$ cat src/rtl/stopwatch_pkg.sv
// -----------------------------------------------------------------------------
// stopwatch_pkg
//   Shared types and constants for the stopwatch lap core.
//   - sw_state_e : run-control states (IDLE, RUNNING, PAUSED)
//   - SEC_MAX / MS_MAX : roll-over points of the seconds and millisecond fields
//   - SEC_W / MS_W : widths of the seconds and millisecond fields
//   - MIN_FIELD_W : container width for minutes inside a stored lap entry
//   - time_t : one {min, sec, ms} time value as kept in the lap buffer
// -----------------------------------------------------------------------------
package stopwatch_pkg;

    typedef enum logic [1:0] {
        IDLE    = 2'd0,
        RUNNING = 2'd1,
        PAUSED  = 2'd2
    } sw_state_e;

    localparam int SEC_MAX = 59;
    localparam int MS_MAX  = 999;

    localparam int SEC_W = 6;
    localparam int MS_W  = 10;

    // Minutes container inside a lap entry. The live minutes field is
    // $clog2(MIN_MAX+1) wide and is zero-extended into this container, so
    // MIN_MAX may be anything up to 127.
    localparam int MIN_FIELD_W = 7;

    typedef struct packed {
        logic [MIN_FIELD_W-1:0] min;
        logic [SEC_W-1:0]       sec;
        logic [MS_W-1:0]        ms;
    } time_t;

endpackage

$ cat src/rtl/sw_lap_buffer.sv
// -----------------------------------------------------------------------------
// sw_lap_buffer
//   LAP_DEPTH-entry store of captured lap times. Entries are filled in order
//   (entry index == number of laps already stored); once full, further writes
//   are dropped. The readout register loads entry rd_sel every cycle; entries
//   at or above the stored count read as zero.
//
// Ports
//   clk, reset : system clock, asynchronous active-high reset
//   clear      : synchronous clear of all entries, the count and the readout
//   wr_en      : capture request; honoured only while not full
//   wr_data    : time value to store
//   rd_sel     : entry to present on rd_data
//   rd_data    : registered readout of entry rd_sel
//   count      : number of stored entries
//   full       : count == LAP_DEPTH
//
// Handshake: wr_en is a single-cycle strobe with no back-pressure; a strobe
// that arrives while full is silently discarded.
// -----------------------------------------------------------------------------
module sw_lap_buffer
    import stopwatch_pkg::*;
#(
    parameter  int LAP_DEPTH = 4,
    localparam int IDX_W     = $clog2(LAP_DEPTH),
    localparam int CNT_W     = $clog2(LAP_DEPTH + 1)
) (
    input  logic             clk,
    input  logic             reset,
    input  logic             clear,
    input  logic             wr_en,
    input  time_t            wr_data,
    input  logic [IDX_W-1:0] rd_sel,
    output time_t            rd_data,
    output logic [CNT_W-1:0] count,
    output logic             full
);

    time_t            mem_q [LAP_DEPTH];
    time_t            mem_d [LAP_DEPTH];
    logic [CNT_W-1:0] count_q;
    logic [CNT_W-1:0] count_d;
    time_t            rd_q;
    time_t            rd_d;
    logic             full_w;

    assign full_w = (count_q == CNT_W'(LAP_DEPTH));

    always_comb begin
        mem_d   = mem_q;
        count_d = count_q;
        rd_d    = '0;

        // Readout sees the array before any write in this cycle, so a freshly
        // written entry shows up one edge after its write.
        if (CNT_W'(rd_sel) < count_q) begin
            rd_d = mem_q[rd_sel];
        end

        if (clear) begin
            for (int i = 0; i < LAP_DEPTH; i++) begin
                mem_d[i] = '0;
            end
            count_d = '0;
            rd_d    = '0;
        end else if (wr_en && !full_w) begin
            // Not full means count_q < LAP_DEPTH, so its low bits index
            // the next free entry (LAP_DEPTH is a power of two).
            mem_d[count_q[IDX_W-1:0]] = wr_data;
            count_d = count_q + CNT_W'(1);
        end
    end

    always_ff @(posedge clk or posedge reset) begin
        if (reset) begin
            for (int i = 0; i < LAP_DEPTH; i++) begin
                mem_q[i] <= '0;
            end
            count_q <= '0;
            rd_q    <= '0;
        end else begin
            for (int i = 0; i < LAP_DEPTH; i++) begin
                mem_q[i] <= mem_d[i];
            end
            count_q <= count_d;
            rd_q    <= rd_d;
        end
    end

    assign rd_data = rd_q;
    assign count   = count_q;
    assign full    = full_w;

endmodule

$ cat src/rtl/stopwatch_lap_core.sv
// -----------------------------------------------------------------------------
// stopwatch_lap_core
//   Minutes:seconds:milliseconds stopwatch with lap capture. A prescaler
//   running on the system clock produces a one-cycle millisecond tick while
//   RUNNING; the tick advances a ms -> sec -> min cascade. At full scale
//   (MIN_MAX:59.999) the count either rolls over to zero (WRAP=1) or holds
//   and pauses (WRAP=0); both set the sticky overflow flag.
//
// Parameters
//   TICK_DIV  : system clocks per millisecond tick (>= 2)
//   MIN_MAX   : highest minutes value (<= 127)
//   LAP_DEPTH : lap buffer entries (power of two, >= 2)
//   WRAP      : 1 = roll over at full scale, 0 = saturate and pause
//
// Ports
//   clk, reset               : system clock, asynchronous active-high reset
//   start_stop, clear, lap   : debounced levels; each acts on its rising edge
//   lap_sel                  : lap entry to read out
//   minutes/seconds/milliseconds : live time
//   running                  : 1 while RUNNING
//   overflow                 : sticky, full scale was passed
//   lap_count, lap_full      : lap buffer fill level
//   lap_min/lap_sec/lap_ms   : registered readout of entry lap_sel
//
// Button handling: every input has a previous-value register that resets to
// 1, so a button held through reset does not produce an edge until it is
// released and pressed again. Within one cycle clear wins over start_stop,
// which wins over lap; all decisions use the state before the edge.
// -----------------------------------------------------------------------------
module stopwatch_lap_core
    import stopwatch_pkg::*;
#(
    parameter  int TICK_DIV  = 100000,
    parameter  int MIN_MAX   = 99,
    parameter  int LAP_DEPTH = 4,
    parameter  int WRAP      = 1,
    localparam int MIN_W     = $clog2(MIN_MAX + 1),
    localparam int SEL_W     = $clog2(LAP_DEPTH),
    localparam int CNT_W     = $clog2(LAP_DEPTH + 1)
) (
    input  logic             clk,
    input  logic             reset,
    input  logic             start_stop,
    input  logic             clear,
    input  logic             lap,
    input  logic [SEL_W-1:0] lap_sel,
    output logic [MIN_W-1:0] minutes,
    output logic [SEC_W-1:0] seconds,
    output logic [MS_W-1:0]  milliseconds,
    output logic             running,
    output logic             overflow,
    output logic [CNT_W-1:0] lap_count,
    output logic             lap_full,
    output logic [MIN_W-1:0] lap_min,
    output logic [SEC_W-1:0] lap_sec,
    output logic [MS_W-1:0]  lap_ms
);

    localparam int PRE_W = $clog2(TICK_DIV);

    // Edge detectors
    logic ss_prev_q;
    logic clr_prev_q;
    logic lap_prev_q;
    logic ss_edge;
    logic clr_edge;
    logic lap_edge;

    // Run control and counters
    sw_state_e        state_q;
    sw_state_e        state_d;
    logic [PRE_W-1:0] presc_q;
    logic [PRE_W-1:0] presc_d;
    logic [MIN_W-1:0] min_q;
    logic [MIN_W-1:0] min_d;
    logic [SEC_W-1:0] sec_q;
    logic [SEC_W-1:0] sec_d;
    logic [MS_W-1:0]  ms_q;
    logic [MS_W-1:0]  ms_d;
    logic             overflow_q;
    logic             overflow_d;
    logic             running_q;
    logic             running_d;

    logic             tick;
    logic             full_scale;
    logic             lap_wr;
    time_t            lap_wr_data;
    time_t            lap_rd_data;

    assign ss_edge  = start_stop & ~ss_prev_q;
    assign clr_edge = clear      & ~clr_prev_q;
    assign lap_edge = lap        & ~lap_prev_q;

    assign tick       = (state_q == RUNNING) && (presc_q == PRE_W'(TICK_DIV - 1));
    assign full_scale = (min_q == MIN_W'(MIN_MAX)) &&
                        (sec_q == SEC_W'(SEC_MAX)) &&
                        (ms_q  == MS_W'(MS_MAX));

    always_comb begin
        state_d    = state_q;
        presc_d    = presc_q;
        min_d      = min_q;
        sec_d      = sec_q;
        ms_d       = ms_q;
        overflow_d = overflow_q;
        lap_wr     = 1'b0;

        if (clr_edge) begin
            // Clear swallows any tick, toggle or lap arriving with it.
            state_d    = IDLE;
            presc_d    = '0;
            min_d      = '0;
            sec_d      = '0;
            ms_d       = '0;
            overflow_d = 1'b0;
        end else begin
            unique case (state_q)
                IDLE: begin
                    presc_d = '0;
                    if (ss_edge) state_d = RUNNING;
                end
                RUNNING: begin
                    // Counting continues on the pausing edge: the prescaler
                    // and the tick both follow the pre-edge state.
                    presc_d = tick ? '0 : presc_q + PRE_W'(1);
                    if (ss_edge) state_d = PAUSED;
                end
                PAUSED: begin
                    // Prescaler holds, keeping the sub-millisecond fraction.
                    if (ss_edge) state_d = RUNNING;
                end
                default: begin
                    state_d = IDLE;
                end
            endcase

            if (tick) begin
                if (full_scale) begin
                    overflow_d = 1'b1;
                    if (WRAP != 0) begin
                        min_d = '0;
                        sec_d = '0;
                        ms_d  = '0;
                    end else begin
                        state_d = PAUSED;
                    end
                end else if (ms_q == MS_W'(MS_MAX)) begin
                    ms_d = '0;
                    if (sec_q == SEC_W'(SEC_MAX)) begin
                        sec_d = '0;
                        min_d = min_q + MIN_W'(1);
                    end else begin
                        sec_d = sec_q + SEC_W'(1);
                    end
                end else begin
                    ms_d = ms_q + MS_W'(1);
                end
            end

            // Captures the pre-tick time; the buffer itself drops the
            // request when already full.
            lap_wr = lap_edge && (state_q == RUNNING);
        end

        running_d = (state_d == RUNNING);
    end

    always_ff @(posedge clk or posedge reset) begin
        if (reset) begin
            ss_prev_q  <= 1'b1;
            clr_prev_q <= 1'b1;
            lap_prev_q <= 1'b1;
            state_q    <= IDLE;
            presc_q    <= '0;
            min_q      <= '0;
            sec_q      <= '0;
            ms_q       <= '0;
            overflow_q <= 1'b0;
            running_q  <= 1'b0;
        end else begin
            ss_prev_q  <= start_stop;
            clr_prev_q <= clear;
            lap_prev_q <= lap;
            state_q    <= state_d;
            presc_q    <= presc_d;
            min_q      <= min_d;
            sec_q      <= sec_d;
            ms_q       <= ms_d;
            overflow_q <= overflow_d;
            running_q  <= running_d;
        end
    end

    always_comb begin
        lap_wr_data     = '0;
        lap_wr_data.min = MIN_FIELD_W'(min_q);
        lap_wr_data.sec = sec_q;
        lap_wr_data.ms  = ms_q;
    end

    sw_lap_buffer #(
        .LAP_DEPTH (LAP_DEPTH)
    ) u_lap_buffer (
        .clk     (clk),
        .reset   (reset),
        .clear   (clr_edge),
        .wr_en   (lap_wr),
        .wr_data (lap_wr_data),
        .rd_sel  (lap_sel),
        .rd_data (lap_rd_data),
        .count   (lap_count),
        .full    (lap_full)
    );

    assign minutes      = min_q;
    assign seconds      = sec_q;
    assign milliseconds = ms_q;
    assign running      = running_q;
    assign overflow     = overflow_q;
    assign lap_min      = lap_rd_data.min[MIN_W-1:0];
    assign lap_sec      = lap_rd_data.sec;
    assign lap_ms       = lap_rd_data.ms;

endmodule

$ cat config.mk
export PLATFORM = sky130hd
export DESIGN_NAME = stopwatch_lap_core
export DESIGN_NICKNAME = d
export VERILOG_FILES = /design/src/rtl/stopwatch_pkg.sv /design/src/rtl/sw_lap_buffer.sv /design/src/rtl/stopwatch_lap_core.sv
export SDC_FILE = /design/constraint.sdc
export NUM_CORES = 1
export LEC_CHECK = 0
export ABC_AREA = 1
export ABC_CLOCK_PERIOD_IN_PS = 9600
export BUFFER_PORTS_ARGS = -buffer_cell sky130_fd_sc_hd__buf_2
export CAP_MARGIN = 20
export CORE_MARGIN = 4
export CORE_UTILIZATION = 25
export DETAILED_ROUTE_END_ITERATION = 8
export PLACE_DENSITY_LB_ADDON = 0.2
export SKIP_CTS_REPAIR_TIMING = 1
export SLEW_MARGIN = 20
export SYNTH_ARGS = -nofsm -noshare
export SYNTH_HDL_FRONTEND = slang
export SYNTH_SLANG_ARGS = --single-unit
$ cat constraint.sdc
create_clock -name clk -period 9.6 [get_ports clk]
set_input_delay 1.44 -clock clk [delete_from_list [all_inputs] [get_ports clk]]
set_output_delay 1.44 -clock clk [all_outputs]
set_load 0.05 [all_outputs]
==> results of run 1 <==
[through the flow]
stage	util (%)	instances
4_1_cts	29.2	1378
5_1_grt	29.2	1378
6_report	29.2	1378
2_1_floorplan	-	926
3_3_place_gp	27.3	1346
3_5_place_dp	27.3	1346
[area by class of cell]
class | instances | area share [%]
Sequential cell | 165 | 46.4
Multi-Input combinational cell | 663 | 35.5
Tap cell | 396 | 5.56
Clock buffer | 20 | 5.01
Timing Repair Buffer | 63 | 3.68
Inverter | 59 | 2.54
Clock inverter | 12 | 1.35
[cells by family (layout without fill, tap and decap cells)]
kind of cell / count (synthesis) / count (layout) / synth area share, %
AND/OR/NAND/NOR: 426 / 426 / 23.1
buffers and inverters: 98 / 154 / 5.67
XOR/XNOR: 15 / 15 / 1.70
flip-flops: 165 / 165 / 53.5
adder cells (fa/ha/maj): 9 / 9 / 1.46
AO/OA/AOI/OAI: 213 / 213 / 14.5
[synth_stat cells]
cell type | count | share of area (%)
a211oi_1 | 1 | 0.097
a211oi_2 | 1 | 0.16
a21o_1 | 1 | 0.097
a21oi_1 | 46 | 3.0
buf_1 | 2 | 0.097
buf_2 | 11 | 0.71
buf_4 | 1 | 0.097
buf_6 | 7 | 1.0
clkbuf_1 | 18 | 0.87
clkinv_1 | 2 | 0.097
dfrtp_1 | 162 | 52
dfstp_2 | 3 | 1.0
ha_1 | 9 | 1.5
inv_1 | 52 | 2.5
inv_2 | 5 | 0.24
nand2_1 | 201 | 9.8
nand2_2 | 3 | 0.24
nand2_4 | 1 | 0.15
nand3_1 | 41 | 2.7
nand3_2 | 1 | 0.13
nand3b_1 | 2 | 0.19
nand4_1 | 9 | 0.73
nand4_4 | 1 | 0.28
nor2_1 | 153 | 7.4
nor2_2 | 3 | 0.24
nor2_4 | 5 | 0.73
nor2_8 | 1 | 0.26
nor3_1 | 5 | 0.32
o21ai_0 | 99 | 6.4
o21ai_1 | 52 | 3.4
o21ai_2 | 10 | 1.1
o21bai_1 | 1 | 0.097
o22ai_1 | 1 | 0.081
o41ai_1 | 1 | 0.11
xnor2_1 | 3 | 0.34
xor2_1 | 12 | 1.4
[critical path, delay by kind of cell]
family | cells | cell delay, ns
buffers and inverters | 4 | 2.48
AND/OR/NAND/NOR | 1 | 0.08
AO/OA/AOI/OAI | 3 | 0.25
[per-layer routing]
layer,vias up,track usage (%),share of wire (%)
met1,3031,19.0,50
met3,12,3.21,3.8
met2,91,20.7,45
met4,0,2.66,0.76
li1,3095,-,-
met5,-,0,0
[power by group]
group,total [mW],switching [mW],internal (mW)
logic,0.217,0.170,0.0476
registers,0.744,0.0255,0.718
clock network,0.674,0.305,0.369
total,1.64,0.501,1.14
[worst paths after layout]
path,from,end
min,u_lap_buffer.mem_q[22]$_DFFE_PP0P_,u_lap_buffer.mem_q[22]$_DFFE_PP0P_
min reg2reg,u_lap_buffer.mem_q[22]$_DFFE_PP0P_,u_lap_buffer.mem_q[22]$_DFFE_PP0P_
min in group asynchronous,reset,u_lap_buffer.mem_q[9]$_DFFE_PP0P_
max in group asynchronous,reset,milliseconds[0]$_DFFE_PP0P_
max,lap_sel[0],u_lap_buffer.rd_data[9]$_DFF_PP0_
max reg2reg,clr_prev_q$_DFF_PP1_,u_lap_buffer.mem_q[9]$_DFFE_PP0P_
[registers in the layout (all words and copies together), names as in the netlist, 2 cells and up]
register / count
presc_q: 17
u_lap_buffer.mem_q: 92
u_lap_buffer.count: 3
minutes: 7
state_q: 2
u_lap_buffer.rd_data: 23
seconds: 6
milliseconds: 10
==> impl_metrics.csv, run 1 <==
group,metric,value,unit
status,outcome,"finished clean",
worst_setup_path,rrSetupSlack,6.66,ns
final_layout,final_cell_mix,"201 x nand2_1, 162 x dfrtp_1, 153 x nor2_1",
logic_synthesis,netlist_instances,926,
power,p_per_area,184,nW/µm²
sta,slew_viol_final,0,
logic_synthesis,yosys_warnings,0,
worst_setup_path,crit_path_top_delay_cell,"clkinv_1",
worst_setup_path,reg2reg_depth,7,
clock_tree,cts_tree,"done",
route,vias_per_cell,4.52,
route,first_iter_violations,400,
worst_setup_path,crit_type,"input port to flip-flop",
placed_design,hpwl,14100,µm
final_layout,fill_cells,3337,
worst_setup_path,start_kind,"input port",
logic_synthesis,netlist_area,7720,µm²
sta,fin_crit_sh,41.6,%
global_routing,grt_overflow,0,
global_routing,antenna_found_initial,0,
final_layout,area_growth,15.3,%
power,leakagePower,4.10,nW
sta,skew,0.0171,ns
route,firstDrtPassIters,5,
hold_path,hold_class,"flip-flop to flip-flop",
sta,fin_setup_tns,0,ns
sta,holdWs,0.488,ns
final_layout,num-nets-final,985,
route,drt_wl_total,22000,µm
sta,worst_slack,5.60,ns
worst_setup_path,cpPeakStageDelay,0.94,ns
worst_setup_path,critPathCaptureType,"flip-flop",
clock_tree,clock-root-buffer,"clkbuf_16",
floorplanning,rows,64,
sta,tightestPinTransition,1.02,ns
route,num_vias,6229,
clock_tree,numCtsBuffers,17,
sta,relSlewSlack,32.1,%
final_layout,multi_input_area,3160,µm²
placed_design,detailed_place.area,8340,µm²
logic_synthesis,synth.distinct_cells,36,
floorplanning,die_h,184,µm
job,drv_cap,0,
final_layout,num_antenna_cells,0,
placed_design,port_buffers,58,
floorplanning,start_util,25.3,%
global_routing,grt_pass1_vias,6213,
final_layout,drive_gt1_share,13.1,%
final_layout,final-seq-area,4130,µm²
power,ir_worst_vdd,0.000123,V
route,detail_route.wl_per_cell,16.0,µm
logic_synthesis,yosysSeqAreaShare,53.5,%
hold_path,worstHoldPathCells,2,
route,route.detailed.drc,0,
sta,hold_viol,0,
final_layout,final_common_cell,"nand2_1",
placed_design,gp_congestion,0.774,
global_routing,grt_max_degree,100,
floorplanning,die_area,33800,µm²
sta,finalCriticalPeriod,4.00,ns
clock_tree,path_clk_slew,0.07,ns
sta,setup_viol,0,
global_routing,grt_use_total,13.3,%
clock_tree,clk_path_buf_depth,2,
route,ant_nets,0,
clock_tree,clk_latency,0.44,ns
worst_setup_path,path_cells,"buf_2 -> clkinv_1 -> buf_4 -> nand2_1 -> a21oi_1 -> o21ai_2 -> buf_4 -> a21oi_1",
logic_synthesis,syn_nets,942,
worst_setup_path,crit_arrival,4.29,ns
logic_synthesis,synth_seq_cells,165,
final_layout,design_area,8910,µm²
power,p_total,1.64,mW
global_routing,grt_pass1_wl,35600,µm
sta,max_freq,250,MHz
worst_setup_path,critPathRequiredTime,9.89,ns
placed_design,post-place-ws,5.13,ns
floorplanning,dieWidth,184,µm
logic_synthesis,avgSynthCellArea,8.34,µm²
sta,rsz0062_at_grt,"no",
clock_tree,cts.sinks,165,
clock_tree,htree_num_levels,4,
worst_setup_path,cp_max_fo,48,
floorplanning,num_io_pins,59,
floorplanning,coreArea,30500,µm²
No activity file was read; power rests on OpenSTA's default activity.
==> run 2, diff against run 1 <==
--- a/config.mk
+++ b/config.mk
@@ -5,8 +5,8 @@
 export SDC_FILE = /design/constraint.sdc
 export NUM_CORES = 1
 export LEC_CHECK = 0
-export ABC_AREA = 1
-export ABC_CLOCK_PERIOD_IN_PS = 9600
+export ABC_AREA = 0
+export ABC_CLOCK_PERIOD_IN_PS = 3290
 export BUFFER_PORTS_ARGS = -buffer_cell sky130_fd_sc_hd__buf_2
 export CAP_MARGIN = 20
 export CORE_MARGIN = 4
==> constraint.sdc (replaced) <==
create_clock -name clk -period 3.29 [get_ports clk]
set_input_delay 0.4935 -clock clk [delete_from_list [all_inputs] [get_ports clk]]
set_output_delay 0.4935 -clock clk [all_outputs]
set_load 0.05 [all_outputs]
==> run 2 against run 1 <==
Net effect:
- via count shrank 2.2%
- global-route usage grew 0.20 points
- worst hold slack lost 0.31 ns
- worst setup slack lost 5.0 ns
- largest cell class unchanged
- final area grew 3.1%
- critical endpoint is now minutes[3]$_DFFE_PP0P_
- sequential share of layout area shrank 1.4 points
==> impl_metrics.csv, run 2 <==
group,metric,value,unit
floorplanning,die_h,185,µm
placed_design,post-place-ws,0.586,ns
clock_tree,numCtsBuffers,17,
global_routing,grt_max_degree,115,
job,drv_cap,0,
logic_synthesis,yosys_warnings,0,
route,num_vias,6090,
global_routing,grt_pass1_vias,6059,
route,ant_nets,0,
sta,rsz0062_at_grt,"no",
route,drt_wl_total,22800,µm
logic_synthesis,async_reset_ff_share,100,%
route,firstDrtPassIters,4,
hold_path,hold_class,"input port to flip-flop",
route,route.detailed.drc,0,
worst_setup_path,rr_startpoint,"milliseconds[0]$_DFFE_PP0P_",
placed_design,gp_congestion,0.777,
sta,fin_setup_tns,0,ns
sta,hold_viol,0,
clock_tree,clk_path_buf_depth,2,
clock_tree,cts_tree,"done",
floorplanning,start_util,25.5,%
logic_synthesis,netlist_area,7840,µm²
clock_tree,clock-root-buffer,"clkbuf_16",
worst_setup_path,rrSetupSlack,0.64,ns
hold_path,hold_start,"start_stop",
floorplanning,dieWidth,185,µm
global_routing,antenna_found_initial,0,
logic_synthesis,synth-edff-count,0,
power,ir_worst_vdd,0.000276,V
worst_setup_path,critPathCaptureType,"flip-flop",
final_layout,area_growth,17.1,%
final_layout,regMostFlops,"u_lap_buffer.mem_q",
final_layout,num_antenna_cells,0,
route,vias_per_cell,4.91,
clock_tree,clk_latency,0.44,ns
sta,worst_slack,0.639,ns
placed_design,hpwl,14200,µm
sta,relSlewSlack,41.3,%
hold_path,hold_end,"ss_prev_q$_DFF_PP1_",
logic_synthesis,synth_seq_cells,165,
sta,fin_crit_sh,80.6,%
logic_synthesis,ys_top_cells_by_area,"dfrtp_1 52%, nand3_1 7.4%, a21oi_1 7.3%",
worst_setup_path,path_cells,"ha_1 -> nand4_1 -> nor4_1 -> nand4_1 -> buf_4 -> or4_1 -> a21oi_1",
logic_synthesis,avgSynthCellArea,9.85,µm²
clock_tree,cts.sinks,165,
floorplanning,coreArea,30700,µm²
global_routing,grt_use_total,13.5,%
logic_synthesis,yosysSeqAreaShare,52.7,%
status,outcome,"finished clean",
logic_synthesis,synth.distinct_cells,57,
final_layout,largest_register_ffs,92,
final_layout,final_common_cell,"dfrtp_1",
logic_synthesis,yosys.area.top_type_share,51.7,%
route,first_iter_violations,466,
global_routing,grt_overflow,0,
worst_setup_path,start_kind,"flip-flop",
sta,skew,0.0167,ns
power,leakagePower,3.84,nW
logic_synthesis,syn_nets,812,
floorplanning,rows,64,
logic_synthesis,yosys.area.top_type,"dfrtp_1",
placed_design,detailed_place.area,8580,µm²
worst_setup_path,crit_arrival,3.00,ns
floorplanning,num_io_pins,59,
final_layout,design_area,9190,µm²
worst_setup_path,cpPeakStageDelay,0.54,ns
sta,max_freq,377,MHz
final_layout,fill_cells,3259,
worst_setup_path,crit_type,"flip-flop to flip-flop",
clock_tree,htree_num_levels,4,
worst_setup_path,r2r_end,"minutes[3]$_DFFE_PP0P_",
worst_setup_path,cp_max_fo,15,
sta,setup_viol,0,
logic_synthesis,yosysMostFrequentCell,"dfrtp_1",
final_layout,drive_gt1_share,18.1,%
sta,tightestPinTransition,0.880,ns
worst_setup_path,crit_path_top_delay_cell,"dfrtp_1",
global_routing,grt_pass1_wl,36300,µm
placed_design,port_buffers,58,
power,p_per_area,478,nW/µm²
logic_synthesis,synth_common_cells,"162 x dfrtp_1, 124 x nand2_1, 116 x nand3_1",
logic_synthesis,netlist_instances,796,
sta,finalCriticalPeriod,2.65,ns
final_layout,num-nets-final,848,
floorplanning,die_area,34300,µm²
sta,slew_viol_final,0,
hold_path,worstHoldPathCells,1,
worst_setup_path,cpMostUsedCell,"nand4_1",
logic_synthesis,ys.flop_type,"dfrtp_1",
clock_tree,path_clk_slew,0.07,ns
worst_setup_path,reg2reg_depth,7,
route,detail_route.wl_per_cell,18.4,µm
worst_setup_path,critPathRequiredTime,3.64,ns
final_layout,final_cell_mix,"162 x dfrtp_1, 124 x nand2_1, 116 x nand3_1",
[run 2: changes by cell type in the layout (fill, tap and decap cells not counted), sizes merged, moves of 10 or more]
cell,delta
a21oi,+69
buf,+17
inv,-48
mux4,+23
nand2,-80
nand3,+74
nor2,-141
nor2b,+28
o21ai,-141
or3,+11
xor2,-10
[run 2: logic make-up (layout without fill, tap and decap cells)]
group	count (synthesis)	count (layout)	synth area share, %
DFF	165	165	52.7
xor gates and xnor gates	4	4	0.447
adders and majority gates	9	9	1.44
and+or+nand+nor	355	355	22.9
muxes	27	27	7.12
AOI/OAI and AO/OA	165	165	11.8
buffers and inverters	71	120	3.62
[run 2: per-stage QoR]
| step | utilization (%) | hold WS, ns | power (mW) | cells |
|---|---|---|---|---|
| global placement | 27.9 | 0.430 | 2.41 | 1208 |
| finish | 29.9 | 0.182 | 4.39 | 1241 |
| global route | 29.9 | 0.164 | 4.56 | 1241 |
| CTS | 29.8 | -0.0388 | 4.46 | 1240 |
| floorplan | - | 0.489 | 2.29 | 796 |
| detailed placement | 27.9 | 0.434 | 2.41 | 1208 |
[run 2: power by group]
group | internal, mW | switching (mW)
registers | 2.04 | 0.0162
logic | 0.0661 | 0.237
clock network | 1.08 | 0.947
[run 2: critical path: cells and delay by family, from the launching register on]
kind	cells	cell delay [ns]
fa+ha+maj	1	0.29
compound gates	1	0.14
buf+inv	1	0.21
simple gates	4	1.38
flops	1	0.54
[run 2: worst max path at each step]
stage / slack (ns) / from / endpoint / cells after the start
2_1_floorplan: 0.49 / u_lap_buffer.count[0]$_DFFE_PP0P_ / u_lap_buffer.mem_q[33]$_DFFE_PP0P_ / 9
3_3_place_gp: 0.55 / milliseconds[0]$_DFFE_PP0P_ / minutes[5]$_DFFE_PP0P_ / 7
3_5_place_dp: 0.59 / milliseconds[0]$_DFFE_PP0P_ / minutes[5]$_DFFE_PP0P_ / 7
4_1_cts: 0.57 / milliseconds[0]$_DFFE_PP0P_ / minutes[5]$_DFFE_PP0P_ / 7
5_1_grt: 0.29 / milliseconds[0]$_DFFE_PP0P_ / minutes[5]$_DFFE_PP0P_ / 7
6_report: 0.64 / milliseconds[0]$_DFFE_PP0P_ / minutes[3]$_DFFE_PP0P_ / 7
[run 2: per-layer routing]
| layer | wire (µm) | track usage (%) | vias to the layer above | share of wire (%) |
|---|---|---|---|---|
| li1 | - | - | 2909 | - |
| met1 | 10900 | 19.1 | 3062 | 48 |
| met2 | 10800 | 21.4 | 113 | 47 |
| met3 | 1080 | 3.24 | 6 | 4.7 |
| met4 | 90 | 2.58 | 0 | 0.39 |
| met5 | 0 | 0 | - | 0 |
[run 2: cell type report]
cell class / instances / area (µm²) / area share (%)
inverters: 7 / 30.0 / 0.327
multi-input cells: 560 / 3440 / 37.5
well taps: 396 / 495 / 5.39
repair buffers: 81 / 490 / 5.34
clock inverters: 14 / 163 / 1.77
clock buffers: 18 / 429 / 4.67
flip-flops and latches: 165 / 4130 / 45.0
